[src/rtl/aes_ctr_stream_ctrl.sv]
// AES-256 counter-mode streaming controller: drives an external AES block core
// and XORs keystream onto a valid/ready plaintext stream. Optional AES_CTR_PREFETCH_EN.
module aes_ctr_stream_ctrl #(
  parameter int CTR_W = 32,
  parameter int LEN_W = 16
) (
  input  logic             clk_i,
  input  logic             rst_i,
  input  logic             start_i,
  input  logic [255:0]     key_i,
  input  logic [127:0]     iv_i,
  input  logic [LEN_W-1:0] len_i,
  output logic             busy_o,
  output logic             done_o,
  output logic             wrap_err_o,
  input  logic             in_valid_i,
  output logic             in_ready_o,
  input  logic [127:0]     in_data_i,
  output logic             out_valid_o,
  input  logic             out_ready_i,
  output logic [127:0]     out_data_o,
  output logic             core_start_o,
  output logic [255:0]     core_key_o,
  output logic [127:0]     core_block_o,
  input  logic             core_done_i,
  input  logic [127:0]     core_result_i
);

  localparam int BW = LEN_W - 3;

  typedef enum logic [1:0] {S_IDLE, S_GEN, S_XOR, S_OUT} state_e;

  state_e         state_q, state_d;
  logic [255:0]   key_q, key_d;
  logic [127:0]   ctr_q, ctr_d;
  logic [127:0]   ks_q, ks_d;
  logic [127:0]   out_data_q, out_data_d;
  logic           core_start_q, core_start_d;
  logic           done_q, done_d;
  logic           wrap_q, wrap_d;
  logic [BW-1:0]  blk_left_q, blk_left_d;
  logic [3:0]     last_bytes_q, last_bytes_d;
`ifdef AES_CTR_PREFETCH_EN
  logic           ks_vld_q, ks_vld_d;
  logic [127:0]   nxt_q, nxt_d;
  logic           nxt_vld_q, nxt_vld_d;
  logic           pend_q, pend_d;
  logic [BW-1:0]  req_left_q, req_left_d;
`endif

  logic [BW-1:0]  nblk;
  logic [127:0]   ctr_inc;
  logic           ctr_wraps;
  logic           is_last;
  logic [127:0]   keep_mask;
  logic           in_fire;
  logic           out_fire;

  assign nblk      = {1'b0, len_i[LEN_W-1:4]} + BW'(|len_i[3:0]);
  assign ctr_wraps = &ctr_q[CTR_W-1:0];
  assign is_last   = (blk_left_q == BW'(1));

  // Only the low CTR_W bits of the counter block ever move.
  always_comb begin
    ctr_inc = ctr_q;
    ctr_inc[CTR_W-1:0] = ctr_q[CTR_W-1:0] + CTR_W'(1);
  end

  always_comb begin
    keep_mask = '1;
    if (is_last && (last_bytes_q != 4'd0)) begin
      for (int b = 0; b < 16; b++) begin
        if (b >= int'(last_bytes_q)) keep_mask[127-8*b -: 8] = 8'h00;
      end
    end
  end

`ifdef AES_CTR_PREFETCH_EN
  assign in_ready_o = (state_q == S_XOR) && ks_vld_q;
`else
  assign in_ready_o = (state_q == S_XOR);
`endif
  assign out_valid_o  = (state_q == S_OUT);
  assign busy_o       = (state_q != S_IDLE);
  assign in_fire      = in_ready_o && in_valid_i;
  assign out_fire     = out_valid_o && out_ready_i;
  assign done_o       = done_q;
  assign wrap_err_o   = wrap_q;
  assign out_data_o   = out_data_q;
  assign core_start_o = core_start_q;
  assign core_key_o   = key_q;
  assign core_block_o = ctr_q;

  always_comb begin
    state_d      = state_q;
    key_d        = key_q;
    ctr_d        = ctr_q;
    ks_d         = ks_q;
    out_data_d   = out_data_q;
    core_start_d = 1'b0;
    done_d       = 1'b0;
    wrap_d       = wrap_q;
    blk_left_d   = blk_left_q;
    last_bytes_d = last_bytes_q;
`ifdef AES_CTR_PREFETCH_EN
    ks_vld_d     = ks_vld_q;
    nxt_d        = nxt_q;
    nxt_vld_d    = nxt_vld_q;
    pend_d       = pend_q;
    req_left_d   = req_left_q;
`endif
    case (state_q)
      S_IDLE: begin
        if (start_i) begin
          key_d        = key_i;
          wrap_d       = 1'b0;
          last_bytes_d = len_i[3:0];
          blk_left_d   = nblk;
          if (len_i == '0) begin
            done_d = 1'b1;
          end else begin
            ctr_d        = iv_i;
            core_start_d = 1'b1;
            state_d      = S_GEN;
`ifdef AES_CTR_PREFETCH_EN
            pend_d     = 1'b1;
            req_left_d = nblk - BW'(1);
            ks_vld_d   = 1'b0;
            nxt_vld_d  = 1'b0;
`endif
          end
        end
      end
      S_GEN: begin
`ifdef AES_CTR_PREFETCH_EN
        if (core_done_i && pend_q) state_d = S_XOR;
`else
        if (core_done_i) begin
          ks_d    = core_result_i;
          state_d = S_XOR;
        end
`endif
      end
      S_XOR: begin
        if (in_fire) begin
          out_data_d = (in_data_i ^ ks_q) & keep_mask;
          state_d    = S_OUT;
        end
      end
      S_OUT: begin
        if (out_fire) begin
          if (is_last) begin
            state_d = S_IDLE;
            done_d  = 1'b1;
          end else begin
            blk_left_d = blk_left_q - BW'(1);
`ifdef AES_CTR_PREFETCH_EN
            state_d = S_XOR;
`else
            ctr_d        = ctr_inc;
            wrap_d       = wrap_q | ctr_wraps;
            core_start_d = 1'b1;
            state_d      = S_GEN;
`endif
          end
        end
      end
      default: state_d = S_IDLE;
    endcase
`ifdef AES_CTR_PREFETCH_EN
    // Consume first, then capture, so a keystream arriving alongside an
    // input handshake lands in the slot that was just freed.
    if (state_q != S_IDLE) begin
      if (in_fire) begin
        ks_d      = nxt_q;
        ks_vld_d  = nxt_vld_q;
        nxt_vld_d = 1'b0;
      end
      if (core_done_i && pend_q) begin
        pend_d = 1'b0;
        if (!ks_vld_d) begin
          ks_d     = core_result_i;
          ks_vld_d = 1'b1;
        end else begin
          nxt_d     = core_result_i;
          nxt_vld_d = 1'b1;
        end
      end
      if (!pend_d && (req_left_q != '0) && !nxt_vld_d) begin
        core_start_d = 1'b1;
        pend_d       = 1'b1;
        ctr_d        = ctr_inc;
        wrap_d       = wrap_q | ctr_wraps;
        req_left_d   = req_left_q - BW'(1);
      end
    end
`endif
  end

  always_ff @(posedge clk_i) begin
    if (rst_i) begin
      state_q      <= S_IDLE;
      key_q        <= '0;
      ctr_q        <= '0;
      ks_q         <= '0;
      out_data_q   <= '0;
      core_start_q <= 1'b0;
      done_q       <= 1'b0;
      wrap_q       <= 1'b0;
      blk_left_q   <= '0;
      last_bytes_q <= '0;
`ifdef AES_CTR_PREFETCH_EN
      ks_vld_q     <= 1'b0;
      nxt_q        <= '0;
      nxt_vld_q    <= 1'b0;
      pend_q       <= 1'b0;
      req_left_q   <= '0;
`endif
    end else begin
      state_q      <= state_d;
      key_q        <= key_d;
      ctr_q        <= ctr_d;
      ks_q         <= ks_d;
      out_data_q   <= out_data_d;
      core_start_q <= core_start_d;
      done_q       <= done_d;
      wrap_q       <= wrap_d;
      blk_left_q   <= blk_left_d;
      last_bytes_q <= last_bytes_d;
`ifdef AES_CTR_PREFETCH_EN
      ks_vld_q     <= ks_vld_d;
      nxt_q        <= nxt_d;
      nxt_vld_q    <= nxt_vld_d;
      pend_q       <= pend_d;
      req_left_q   <= req_left_d;
`endif
    end
  end

endmodule

[config.mk]
export PLATFORM = sky130hd
export DESIGN_NAME = aes_ctr_stream_ctrl
export DESIGN_NICKNAME = d
export VERILOG_FILES = /design/src/rtl/aes_ctr_stream_ctrl.sv
export SDC_FILE = /design/constraint.sdc
export NUM_CORES = 1
export LEC_CHECK = 0
export BUFFER_PORTS_ARGS = -buffer_cell sky130_fd_sc_hd__buf_2
export CORE_AREA = 10 10 456 458
export DETAILED_ROUTE_END_ITERATION = 12
export DIE_AREA = 0 0 466 468
export PLACE_DENSITY = 0.3
export SYNTH_ARGS = -nofsm -noshare
export SYNTH_HDL_FRONTEND = slang
export SYNTH_SLANG_ARGS = --single-unit
export TNS_END_PERCENT = 5
[constraint.sdc]
create_clock -name clk_i -period 5.81 [get_ports clk_i]
set_input_delay 0.2905 -clock clk_i [delete_from_list [all_inputs] [get_ports clk_i]]
set_output_delay 0.2905 -clock clk_i [all_outputs]
set_load 0.01 [all_outputs]
==> results_dict.tcl, run 1 <==
set metrics [dict create \
    status "complete, no violations" \
    fillers 22308 \
    skew_ns 0.03297 \
    place_congestion 0.8320 \
    wl_met1_mm 78.96 \
    ys_seq_elements 662 \
    cp_top_family "compound AO/OA/AOI/OAI gates" \
    critPathBufInv 1 \
    fp.dieW_um 466 \
    max_stage_delay_ns 0.85 \
    swShare_pct 38.41 \
    vias 29103 \
    grt_max_degree 173 \
    syn_inst 3159 \
    power_frac_comb_pct 31.2 \
    dp_worst_setup_slack_ns 2.221 \
    power_frac_seq_pct 34.1 \
    initial_core_util_pct 12.74 \
    multi_input_comb_area_um2 11210 \
    insertion_delay_ns 0.72 \
    netSwitchingPower_mw 6.705 \
    port_buffers 1179 \
    synth_common_cells "nand2_1 (1069), dfxtp_1 (662), a21oi_1 (544)" \
    yosysWarnings 0 \
    hold_path_class "input pin to flop" \
    synthMuxAreaShare_pct 0.2370 \
    synthAdderAreaFrac_pct 0.5432 \
    utilization_pct 21.98 \
    wl_met2_mm 77.30 \
    synth_edf_count 0 \
    clock_path_buffers 3 \
    cts_tree "done" \
    fin_crit_ns 3.525 \
    drt_iter0_markers 1697 \
    fin_ws_ns 2.285 \
    hpwl_mm 138.9 \
    crit_type "flop to flop" \
    grt-ovfl-total 0 \
    die_h_um 468 \
    yosysTopAreaCellShare_pct 52.30 \
    min_path_cells 3 \
    grt_pass1_vias 29835 \
    rsz0062_at_grt "false" \
    leakage_nw 18.52 \
    synth_compound_area_share_pct 17.80 \
    syn_area_um2 25340 \
    io_pins 1180 \
    rr_worst_depth 6 \
    ant_nets 0 \
    dpl.cell_count 6795 \
    yosysTopAreaCell "dfxtp_1" \
    worst_setup_path_end_kind "flop" \
    synthToLayoutAreaGrowth_pct 72.45 \
    syn_area_per_cell_um2 8.021 \
    intPower_mw 10.75 \
    worst_path_max_delay_cell "o2bb2ai_4" \
    antenna_found_initial 85 \
    wl_per_cell_um 23.31 \
    setup.worst_path.start_class "flop" \
    cts_made_buffers 94 \
    cp_num_cells 6 \
    clockRootBuffer "clkbuf_16" \
    reg2reg_slack_ns 2.28 \
    nets 5544 \
    fin_tns_setup_ns 0 \
    seq_area_um2 13250 \
    syn_nets 3832 \
    vdd_ir_drop_max_uv 201.3 \
    top_layer_used "met5" \
    synth_xor_area_share_pct 4.839 \
    grt_pass1_wl_mm 242.7 \
    powerDensity_nw_per_um2 399.5 \
    yosysSeqAreaShare_pct 52.30 \
    worst_pin_slew_ns 1.114 \
    cts_resized 0 \
    async_flop_share_pct 0 \
    wl_met3_mm 17.50 \
    dieArea_um2 218100 \
    coreArea_um2 198800 \
    drv_slew 0 \
    ys.flop_type "dfxtp_1" \
    yosysUniqueCellTypes 66 \
    crit_arrival_ns 4.17 \
    synthTopCellsByArea "dfxtp_1 (52%), nand2_1 (16%), a21oi_1 (11%)" \
    pwr-share-clk_pct 34.7 \
    synth_top_family_by_area "simple AND/OR/NAND/NOR gates" \
    post-route-drc-count 0 \
    track_usage_pct 15.43 \
    synthSimpleGateAreaFrac_pct 20.54 \
    min_period_over_period_pct 60.67 \
    holdWs_ns 0.07026 \
    cp.required_ns 6.46 \
    setup_violations 0 \
    stdcell_count 7648 \
    hold_violations 0 \
    wirelength_mm 178.3 \
    rows 164 \
    maxCapViolCount 0 \
    clk_pin_slew_ns 0.06 \
    yosysMostFrequentCell "nand2_1" \
    first_pass_iters 7 \
    timing.fmax_ghz 0.2837 \
    cp_max_fo 40 \
    htreeDepth 3 \
    drive_gt1_share_pct 27.99 \
    slew_headroom_pct 25.39 \
    viasPerCell 3.805 \
    cp_cell_sequence "or4_1 -> o41a_4 -> o2bb2ai_4 -> o21ai_1 -> a21oi_1 -> dlygate4sd3_1" \
    cts_sinks 662 \
]
## metrics by stage
stage	power [mW]	area (µm²)
2_1_floorplan	8.587	25340
3_3_place_gp	11.24	34040
3_5_place_dp	11.26	34040
4_1_cts	17.92	43580
5_1_grt	18.55	43650
6_report	17.46	43690
## state kept, by name, summed over array words and instances (netlist names)
signal,count
blk_left_q,13
core_block_o,128
core_key_o,256
core_start_o,1
done_o,1
ks_q,128
last_bytes_q,4
out_data_o,128
state_q,2
wrap_err_o,1
## what timing repair did
action	4_1_cts	5_1_grt
endpoints found under the hold margin	636	0
setup buffers	0	0
hold buffers	636	0
setup endpoints to repair	0	0
## per-layer routing
metal / track usage (%) / up-vias
li1: - / 14075
met1: 19.77 / 13694
met2: 23.67 / 1059
met3: 6.730 / 221
met4: 3.738 / 54
met5: 0 / -
## kinds of logic (layout without fill, tap and decap cells)
| family | Yosys count | after routing |
|---|---|---|
| other | 0 | 47 |
| AO/OA/AOI/OAI | 795 | 795 |
| AND/OR/NAND/NOR | 1303 | 1303 |
| flip-flops | 662 | 662 |
| adder cells (fa/ha/maj) | 11 | 11 |
| buffers and inverters | 242 | 2028 |
| XOR/XNOR | 140 | 140 |
| multiplexers | 6 | 6 |
## cell type report
cell class | instances | share of cell area [%]
multi-input combinational | 2255 | 25.67
clock buffer | 139 | 6.348
antenna | 47 | 0.2692
inverter | 15 | 0.1289
sequential | 662 | 30.33
tap | 2656 | 7.606
timing repair buffer | 1843 | 28.75
clock inverter | 31 | 0.9020
## cell usage in the layout (no fill, tap or decap), types with 7 or more instances in the layout
master         count
o21ai_0           72
o211ai_1           7
xor2_1            85
clkbuf_16         96
ha_1              10
nor2b_1            7
nor3_1            18
nor2_1           108
a211oi_1          13
nand2_1         1065
inv_1             13
a31oi_1            8
o31a_1             8
a21oi_1          544
buf_2           1178
diode_2           47
and3_1             7
nand4_1           21
nand3_1           22
a22oi_1           74
clkinv_2          13
xnor2_1           55
buf_4             22
o32ai_1           13
nor4_1            15
o21ai_1           11
dlygate4sd3_1    636
dfxtp_1          662
clkbuf_1          22
clkbuf_8          21
## power groups by stage
stage          registers, mW  logic [mW]  clock network [mW]
4_1_cts                 5.96        5.63                6.33
6_report                5.96        5.45                6.05
3_3_place_gp            6.04        5.20                   0
3_5_place_dp            6.05        5.21                   0
2_1_floorplan           6.20        2.39                   0
5_1_grt                 6.07        6.01                6.47
## final timing paths
kind	startpoint	to
max	blk_left_q[4]$_SDFFE_PP0P_	core_block_o[4]$_SDFFE_PP0P_
min	in_data_i[118]	out_data_o[118]$_SDFFE_PP0P_
max reg2reg	blk_left_q[4]$_SDFFE_PP0P_	core_block_o[4]$_SDFFE_PP0P_
min reg2reg	core_key_o[201]$_SDFFE_PP0P_	core_key_o[201]$_SDFFE_PP0P_
## worst register-to-register path: cells and delay by family (launching register included)
| kind | cells | cell delay (ns) |
|---|---|---|
| AND/OR/NAND/NOR | 1 | 0.73 |
| AO/OA/AOI/OAI | 4 | 1.81 |
| flip-flops | 1 | 0.37 |
| buffers and inverters | 1 | 0.55 |
Power figures use the tool's default switching activity.
==> run 2: changes to the inputs <==
clock period = 3.33 ns   (was 5.81 ns; I/O delays follow)
==> results_dict.tcl, run 2 (synthesis results as in run 1) <==
set metrics [dict create \
    dp_worst_setup_slack_ns 0.4350 \
    grt_max_degree 170 \
    hold_violations 0 \
    grt_pass1_vias 30192 \
    drive_gt1_share_pct 27.94 \
    worst_setup_path_end_kind "flop" \
    insertion_delay_ns 0.72 \
    first_pass_iters 6 \
    coreArea_um2 198800 \
    total_power_mw 30.65 \
    dieArea_um2 218100 \
    vias 29523 \
    rr_worst_depth 9 \
    fin_ws_ns 0.2237 \
    grt_pass1_wl_mm 244.9 \
    slew_headroom_pct 30.78 \
    clockRootBuffer "clkbuf_16" \
    synthToLayoutAreaGrowth_pct 76.37 \
    clk_pin_slew_ns 0.06 \
    layout_common_cells "buf_2 (1178), nand2_1 (1065), dlygate4sd3_1 (709), dfxtp_1 (662), a21oi_1 (544)" \
    worst_pin_slew_ns 1.034 \
    dpl.cell_count 6825 \
    post-route-drc-count 0 \
    htreeDepth 3 \
    vdd_ir_drop_max_uv 444.2 \
    status "complete, no violations" \
    drv_slew 0 \
    rows 164 \
    cts_setup_buffers 0 \
    dpl_cell_area_um2 34420 \
    grt-ovfl-total 0 \
    cp_max_fo 15 \
    cts_tree "done" \
    hold_end "ks_q[8]$_SDFFE_PP0P_" \
    track_usage_pct 15.62 \
    place_congestion 0.8396 \
    skew_ns 0.02823 \
    cp.required_ns 3.99 \
    setup.worst_path.start_class "flop" \
    cts_made_buffers 95 \
    crit_arrival_ns 3.76 \
    hold_start "core_done_i" \
    maxCapViolCount 0 \
    reg2reg_slack_ns 0.22 \
    final_common_cell "buf_2" \
    stdcell_area_um2 44690 \
    min_period_over_period_pct 93.28 \
    fillers 22202 \
    setup_violations 0 \
    clock_path_buffers 3 \
    cts_sinks 662 \
    wirelength_mm 180.3 \
    powerDensity_nw_per_um2 685.8 \
    stdcell_count 7745 \
    initial_core_util_pct 12.74 \
    r2r_start "blk_left_q[1]$_SDFFE_PP0P_" \
    wl_per_cell_um 23.28 \
    port_buffers 1179 \
    fin_crit_ns 3.106 \
    viasPerCell 3.812 \
    die_h_um 468 \
    fp.dieW_um 466 \
    r2r_end "core_block_o[26]$_SDFFE_PP0P_" \
    nets 5649 \
    largest_reg_flops 256 \
    drt_iter0_markers 1764 \
    hold_path_class "input pin to flop" \
    ant_nets 0 \
    antenna_found_initial 76 \
    leakage_nw 19.05 \
    io_pins 1180 \
    crit_type "flop to flop" \
    min_path_cells 4 \
    hpwl_mm 142.1 \
    holdWs_ns 0.09411 \
    timing.fmax_ghz 0.3219 \
]
run 2: critical path, cell delays in order (launching register included):
cell and delay [ns]:
dfxtp_1 0.32, inv_1 0.08, ha_1 0.15, or4b_2 0.66, o41a_4 0.43, o2bb2ai_4 0.38
buf_6 0.24, o21ai_1 0.10, a21oi_1 0.15, dlygate4sd3_1 0.55
run 2: routing by layer:
metal / vias up / track usage, % / routed length, µm
li1: 14285 / - / -
met1: 13872 / 20.23 / 79960
met2: 1087 / 23.77 / 78270
met3: 223 / 6.342 / 17490
met4: 56 / 4.354 / 4249
met5: - / 0 / 333
run 2: how the worst max path moves through the flow:
stage                                    start                             end  slack (ns)  depth (start not counted)
floorplan           blk_left_q[1]$_SDFFE_PP0P_    core_block_o[9]$_SDFFE_PP0P_        1.12                          8
global placement    blk_left_q[4]$_SDFFE_PP0P_    out_data_o[106]$_SDFFE_PP0P_        0.50                          6
detailed placement  blk_left_q[4]$_SDFFE_PP0P_    out_data_o[111]$_SDFFE_PP0P_        0.44                          6
CTS                 blk_left_q[4]$_SDFFE_PP0P_   core_block_o[26]$_SDFFE_PP0P_         0.1                          7
global route           state_q[0]$_SDFFE_PP0P_  core_block_o[104]$_SDFFE_PP0P_       -0.02                          9
finish              blk_left_q[1]$_SDFFE_PP0P_   core_block_o[26]$_SDFFE_PP0P_        0.22                          9
run 2: through the flow:
| step | utilization [%] | setup TNS, ns |
|---|---|---|
| after CTS | 22.41 | 0 |
| after global routing | 22.45 | -0.01705 |
| final | 22.47 | 0 |
| after detailed placement | 17.31 | 0 |
| after global placement | 17.31 | 0 |
| after floorplan | - | 0 |
run 2: layout make-up:
type                    count  area (µm²)  area share [%]
repair buffers           1946       13680           30.62
clock inverters            24       241.5          0.5404
inverters                  15       56.30          0.1260
flip-flops and latches    662       13250           29.66
diodes                     38       95.09          0.2128
clock buffers             148        2808           6.283
well taps                2656        3323           7.436
multi-input cells        2256       11230           25.12
run 2: repair_timing:
action,4_1_cts,5_1_grt
endpoints found under the hold margin,662,0
endpoints found under the setup margin,0,28
hold buffers,709,0
gates resized for setup,0,5
run 2: where the power goes:
group          switching [mW]  internal (mW)  total [mW]
registers               0.994           9.34        10.3
logic                    6.52           3.65        10.2
clock network            4.28           5.87        10.1
